$ cat config.mk
export PLATFORM = sky130hd
export DESIGN_NAME = serial_chunk_adder
export DESIGN_NICKNAME = d
export VERILOG_FILES = /design/src/rtl/serial_chunk_adder.sv
export SDC_FILE = /design/constraint.sdc
export NUM_CORES = 1
export LEC_CHECK = 0
export BUFFER_PORTS_ARGS = -buffer_cell sky130_fd_sc_hd__buf_2
export CAP_MARGIN = 15
export CORE_MARGIN = 3
export CORE_UTILIZATION = 55
export DETAILED_ROUTE_END_ITERATION = 10
export PLACE_DENSITY_LB_ADDON = 0.08
export SLEW_MARGIN = 20
export SYNTH_ARGS = -nofsm -noshare
export SYNTH_HDL_FRONTEND = slang
export SYNTH_SLANG_ARGS = --single-unit
$ cat constraint.sdc
create_clock -name CLK -period 2.8 [get_ports CLK]
set_clock_uncertainty 0.05 [all_clocks]
set_input_delay 0.28 -clock CLK [delete_from_list [all_inputs] [get_ports CLK]]
set_output_delay 0.28 -clock CLK [all_outputs]
set_load 0.01 [all_outputs]
$ cat src/rtl/serial_chunk_adder.sv
// rtl/serial_chunk_adder.sv - multi-cycle WIDTH-bit adder, CHUNK bits per clock
//
// Computes S = A + B + C (unsigned modulo 2^WIDTH) in WIDTH/CHUNK RUN cycles.
// Ports:
//   CLK, RST            clock, asynchronous active-high reset
//   START               request, sampled only in IDLE
//   A, B, C             operands and carry-in, latched on the accepting edge
//   S, CO, OVF          registered sum, carry-out, signed overflow
//   BUSY                high while not IDLE
//   DONE                one-cycle pulse marking a new result
module serial_chunk_adder #(
  parameter int WIDTH = 16,
  parameter int CHUNK = 4
) (
  input  logic             CLK,
  input  logic             RST,
  input  logic             START,
  input  logic [WIDTH-1:0] A,
  input  logic [WIDTH-1:0] B,
  input  logic             C,
  output logic [WIDTH-1:0] S,
  output logic             CO,
  output logic             OVF,
  output logic             BUSY,
  output logic             DONE
);

  localparam int N  = WIDTH / CHUNK;
  localparam int CW = (N > 1) ? $clog2(N) : 1;
  localparam logic [CW-1:0] CNT_LAST = CW'(N - 1);

  localparam logic [1:0] ST_IDLE = 2'd0;
  localparam logic [1:0] ST_RUN  = 2'd1;
  localparam logic [1:0] ST_DONE = 2'd2;

  logic [1:0]       state_q, state_d;
  logic [WIDTH-1:0] a_q, a_d;
  logic [WIDTH-1:0] b_q, b_d;
  logic             carry_q, carry_d;
  logic [CW-1:0]    cnt_q, cnt_d;
  logic [WIDTH-1:0] res_q, res_d;
  logic             a_msb_q, a_msb_d;
  logic             b_msb_q, b_msb_d;
  logic [WIDTH-1:0] s_q, s_d;
  logic             co_q, co_d;
  logic             ovf_q, ovf_d;

  logic [CHUNK:0]         chunk_sum;
  logic [WIDTH+CHUNK-1:0] res_wide;
  logic [WIDTH-1:0]       res_next;

  always_comb begin
    chunk_sum = {1'b0, a_q[CHUNK-1:0]} + {1'b0, b_q[CHUNK-1:0]} + {{CHUNK{1'b0}}, carry_q};
    // New chunk enters at the MSB side; the wide concat keeps this legal when CHUNK == WIDTH.
    res_wide  = {chunk_sum[CHUNK-1:0], res_q};
    res_next  = res_wide[WIDTH+CHUNK-1:CHUNK];

    state_d = state_q;
    a_d     = a_q;
    b_d     = b_q;
    carry_d = carry_q;
    cnt_d   = cnt_q;
    res_d   = res_q;
    a_msb_d = a_msb_q;
    b_msb_d = b_msb_q;
    s_d     = s_q;
    co_d    = co_q;
    ovf_d   = ovf_q;

    case (state_q)
      ST_IDLE: begin
        if (START) begin
          state_d = ST_RUN;
          a_d     = A;
          b_d     = B;
          carry_d = C;
          cnt_d   = '0;
          res_d   = '0;
          // Operand registers get shifted away, so keep the sign bits for OVF.
          a_msb_d = A[WIDTH-1];
          b_msb_d = B[WIDTH-1];
        end
      end
      ST_RUN: begin
        a_d     = a_q >> CHUNK;
        b_d     = b_q >> CHUNK;
        res_d   = res_next;
        carry_d = chunk_sum[CHUNK];
        cnt_d   = cnt_q + 1'b1;
        if (cnt_q == CNT_LAST) begin
          state_d = ST_DONE;
          s_d     = res_next;
          co_d    = chunk_sum[CHUNK];
          ovf_d   = (a_msb_q == b_msb_q) && (res_next[WIDTH-1] != a_msb_q);
        end
      end
      ST_DONE: state_d = ST_IDLE;
      default: state_d = ST_IDLE;
    endcase
  end

  always_ff @(posedge CLK or posedge RST) begin
    if (RST) begin
      state_q <= ST_IDLE;
      a_q     <= '0;
      b_q     <= '0;
      carry_q <= 1'b0;
      cnt_q   <= '0;
      res_q   <= '0;
      a_msb_q <= 1'b0;
      b_msb_q <= 1'b0;
      s_q     <= '0;
      co_q    <= 1'b0;
      ovf_q   <= 1'b0;
    end else begin
      state_q <= state_d;
      a_q     <= a_d;
      b_q     <= b_d;
      carry_q <= carry_d;
      cnt_q   <= cnt_d;
      res_q   <= res_d;
      a_msb_q <= a_msb_d;
      b_msb_q <= b_msb_d;
      s_q     <= s_d;
      co_q    <= co_d;
      ovf_q   <= ovf_d;
    end
  end

  assign S    = s_q;
  assign CO   = co_q;
  assign OVF  = ovf_q;
  assign BUSY = (state_q != ST_IDLE);
  assign DONE = (state_q == ST_DONE);

endmodule
## Yosys cells after proc, flatten, opt, wreduce, memory -nomap -nowiden

Index checks and enable logic that the tools add are counted.

| word-level totals | value |
|---|---|
| output and inout bits | 20 |
| register bits after elaboration | 73 |

| cells by class | value |
|---|---|
| $add $sub $neg | 3 |
| reductions and logical operators | 8 |
| muxes and demuxes | 13 |
| equality and inequality tests | 7 |

Operator list:

| cell | count |
|---|---|
| case mux 16 bit (2 select lines) | 3 |
| two-way mux 16 bit | 3 |
| case mux 2 bit (2 select lines) | 2 |
| AND reduction 2 bit | 4 |
| two-way mux 2 bit | 3 |
| adder 4 x 4 -> 5 bit | 1 |
| adder 5 x 1 -> 5 bit | 1 |
| == test 2 bit, second input constant | 2 |
| != test 2 bit, second input constant | 2 |
| nonzero test 2 bit | 2 |
| adder 2 x 1 -> 2 bit, second input constant | 1 |
| == test 2 x 1 -> 1 bit, second input constant | 1 |
| zero test 2 bit | 1 |
| case mux 1 bit (2 select lines) | 1 |
| == test 1 bit | 1 |
| logical AND 1 bit | 1 |
| two-way mux 1 bit | 1 |
| != test 1 bit | 1 |

## Logic depth before layout (Yosys ltp)

| depth | value |
|---|---|
| depth in word-level cells | 4 |
| depth in mapped cells | 7 |
| depth with buffers taken out | 6 |

## Worst setup path before layout

No wires, ideal clock.

| timing | value |
|---|---|
| path type | flip-flop to flip-flop |
| from | register a_q[0] |
| to | register carry_q |
| path buffers | 0 |
| slack | 1047 ps |
| period minus slack after synthesis | 1753 ps |
| cell stages (with the launch flop) | 7 |
| arrival | 1573 ps |
| cell sequence | dfrtp_1 -> fa_1 -> fa_1 -> a21oi_1 -> nor2_1 -> nor2_1 -> o21ai_0 |

| between the ends | value |
|---|---|
| cells in the longest elaborated chain, start to end | 3 |

RTL lines:

| item | RTL line | RTL |
|---|---|---|
| from (decl) | 37 | `logic [WIDTH-1:0] a_q, a_d;` |
| from (signal assigned) | 105 | `a_q <= '0;` |
| from (signal assigned) | 117 | `a_q <= a_d;` |
| adder 4 x 4 -> 5 bit | 53 | `chunk_sum = {1'b0, a_q[CHUNK-1:0]} + {1'b0, b_q[CHUNK-1:0]} + {{CHUNK{1'b0}}, carry_q};` |
| adder 5 x 1 -> 5 bit | 53 |  |
| case mux 1 bit (2 select lines) | 70 | `case (state_q)` |
| to (signal assigned) | 119 | `carry_q <= carry_d;` |
| to (decl) | 39 | `logic carry_q, carry_d;` |

No other way between the ends.
A chain may end at the register's enable or synchronous reset.

## Worst setup path after layout

Ends and elaborated chain as after synthesis.

==> impl_metrics.py <==
metrics = {
    "finish": {
        "drive_above_1_share": 0.294,
        "fin_area_sq_mm": 0.00361,
        "regArea_sq_mm": 0.00173,
        "multiInputGateArea_sq_mm": 0.00122,
        "insertedDiodeCount": 0,
        "post-route-util": 0.686,
        "nFillCells": 437,
        "layout.nets": 370,
        "mostFrequentLayoutCells": "69 x dfrtp_1, 65 x nand2_1, 55 x buf_2",
        "syn2layout_area_growth_pct": 17.3,
        "mostFrequentLayoutCell": "dfrtp_1",
        "fin_cells": 403,
    },
    "sta": {
        "slew_viol_final": 0,
        "max_freq_mhz": 534,
        "fin_crit_ns": 1.87,
        "grt_setup_unrepaired": "false",
        "final.setup.worst_slack_ns": 0.927,
        "tightest_slew_ns": 0.841,
        "fin_tns_setup_ns": 0,
        "finalCritPeriodShare": 0.669,
        "relSlewSlack": 0.439,
        "finalSetupViolations": 0,
        "hold_viol": 0,
    },
    "placement": {
        "post-place-ws_ns": 0.923,
        "port_buffers": 55,
        "gp_congestion": 0.719,
        "place_inst": 386,
        "place_hpwl_um": 4090,
        "place_area_sq_mm": 0.00339,
    },
    "synth": {
        "netlist-cell-type-count": 36,
        "netlist_area_sq_mm": 0.00308,
        "synth-seq-cells": 69,
        "seq_area_frac_synth": 0.560,
        "yosysWarnings": 0,
        "syn_inst": 273,
        "syn_avg_cell_area_sq_um": 11.3,
        "synth_fp_nets": 315,
    },
    "global_routing": {
        "grt_pass1_wl_um": 10400,
        "grt_overflow": 0,
        "first_global_vias": 2135,
        "grt_max_degree": 70,
        "track_usage": 0.212,
        "antenna_found_initial": 0,
    },
    "clock_tree": {
        "numCtsBuffers": 9,
        "clk_path_buf_depth": 2,
        "cts-root-buf": "clkbuf_8",
        "clock_latency_ns": 0.34,
        "ctsResizeCount": 0,
        "postCtsSetupBuffers": 0,
        "cts_tree": "done",
        "h-tree-depth": 3,
        "clock-sinks": 69,
        "holdBufCountCts": 1,
        "clkTransAtPathRegs_ns": 0.08,
    },
    "worst_setup_path": {
        "startpoint": "a_q[0]$_DFFE_PP0P_",
        "rrSetupSlack_ns": 0.93,
        "path_class": "reg -> reg",
        "cp-end-kind": "flop",
        "r2r_end": "carry_q$_DFFE_PP0P_",
        "cpPeakStageDelay_ns": 0.47,
        "crit_slowest_cell": "fa_1",
        "start_kind": "flop",
        "crit_path_end": "carry_q$_DFFE_PP0P_",
        "arrival_ns": 2.01,
        "reg2regPathDepth": 6,
        "required_ns": 2.94,
        "path_max_fanout": 2,
        "crit_chain": "fa_1, fa_1, a21oi_1, nor2_1, nor2_1, o21ai_0",
        "r2r-start": "a_q[0]$_DFFE_PP0P_",
    },
    "drt": {
        "ant_nets": 0,
        "avgRoutedWirePerCell_um": 15.2,
        "totalWireLength_um": 6130,
        "drcViolationCount": 0,
        "routed_via_density": 5.21,
        "dr.pass1.iters": 4,
        "num_vias": 2098,
        "drt_iter0_drc": 107,
    },
    "floorplan": {
        "die_y_um": 80.9,
        "row_count": 26,
        "coreArea_sq_mm": 0.00527,
        "ios": 56,
        "start_util": 0.585,
        "fp.dieW_um": 80.9,
        "die_area_sq_mm": 0.00654,
    },
    "outcome": {
        "status": "complete, no violations",
    },
    "power_and_ir_drop": {
        "p_leak_nw": 1.72,
        "power_density_mw_per_mm2": 1140,
        "irDropWorstVdd_uv": 479,
    },
    "hold_path": {
        "hold_path_class": "in -> reg",
        "hold_depth": 3,
    },
    "run": {
        "cap_violations": 0,
    },
}
[routing by layer]
| metal | track usage | wire, um | part of all wire |
|---|---|---|---|
| met2 | 0.319 | 2940 | 0.48 |
| met4 | 0.0811 | 83 | 0.014 |
| met1 | 0.300 | 2840 | 0.46 |
| met3 | 0.0477 | 269 | 0.044 |
| met5 | 0 | 0 | 0 |
[state kept, by name, summed over array words and instances (netlist names)]
register	flops
CO	1
OVF	1
S	16
a_msb_q	1
a_q	16
b_msb_q	1
b_q	16
carry_q	1
cnt_q	2
res_q	12
state_q	2
[where the power goes]
part           internal, W  switching [W]
logic             0.000687       0.000869
clock network     0.000496       0.000378
registers          0.00141       0.000274
total              0.00259        0.00152
[synthesized netlist by cell type]
cell      instances  share of area
o21ai_1          23          0.037
a21o_1            1         0.0024
clkbuf_1          2         0.0024
a22oi_1           1         0.0024
buf_6             4          0.015
o21ai_0          23          0.037
mux2i_1          24          0.078
dfrtp_1          69           0.56
ha_1              4          0.016
fa_1              2          0.013
nor2_1            3         0.0037
and3_1            1         0.0020
a22o_1            2         0.0057
o22ai_1           2         0.0041
mux2_2            8          0.029
or2_2             1         0.0020
mux2_4            8          0.039
buf_12            1         0.0065
buf_4             2         0.0049
or3_1             1         0.0020
buf_2             8          0.013
nor3_1            1         0.0016
nor3b_2           1         0.0041
o21bai_1          1         0.0024
nand3_1           2         0.0032
a21oi_1           2         0.0032
inv_6             1         0.0028
a211o_1           1         0.0028
xnor2_1           2         0.0057
nor2b_1           1         0.0020
inv_1             2         0.0024
nand2_8           1         0.0065
o211ai_1          1         0.0024
nand2_1          65          0.079
nor2b_2           1         0.0028
or2b_1            1         0.0024
[cells by family (layout without fill, tap and decap cells)]
logic type,count (synthesis),after routing,share of synthesized area
AOI/OAI and AO/OA,57,57,0.100
xor gates and xnor gates,2,2,0.00569
adders and majority gates,6,6,0.0292
buffers and inverters,20,80,0.0467
DFF,69,69,0.560
muxes,40,40,0.146
and+or+nand+nor,79,79,0.112
[layout make-up]
class,count,area share
well taps,70,0.0242
flip-flops and latches,69,0.478
clock inverters,7,0.0249
repair buffers,61,0.0962
clock buffers,9,0.0343
multi-input cells,184,0.338
inverters,3,0.00450
[how the worst min path moves through the flow]
stage	to	slack (ns)	start
after floorplan	a_q[12]$_DFFE_PP0P_	0.35	A[12]
after global placement	a_q[6]$_DFFE_PP0P_	0.33	RST
after detailed placement	a_q[6]$_DFFE_PP0P_	0.33	RST
after CTS	a_q[14]$_DFFE_PP0P_	0.09	A[14]
after global routing	a_q[14]$_DFFE_PP0P_	0.1	A[14]
final	a_q[13]$_DFFE_PP0P_	0.1	A[13]
[critical path, delay by kind of cell, from the launching register on]
family	cells	cell delay (ns)
AOI/OAI and AO/OA	2	0.24
adders and majority gates	2	0.88
and+or+nand+nor	2	0.15
DFF	1	0.40
[stage by stage]
step / power (W) / hold WS (ns)
5_1_grt: 0.00445 / 0.0974
3_3_place_gp: 0.00321 / 0.334
4_1_cts: 0.00415 / 0.0911
3_5_place_dp: 0.00327 / 0.333
6_report: 0.00411 / 0.0970
2_1_floorplan: 0.00288 / 0.347
Note: power is estimated with default switching activity, not from simulation.
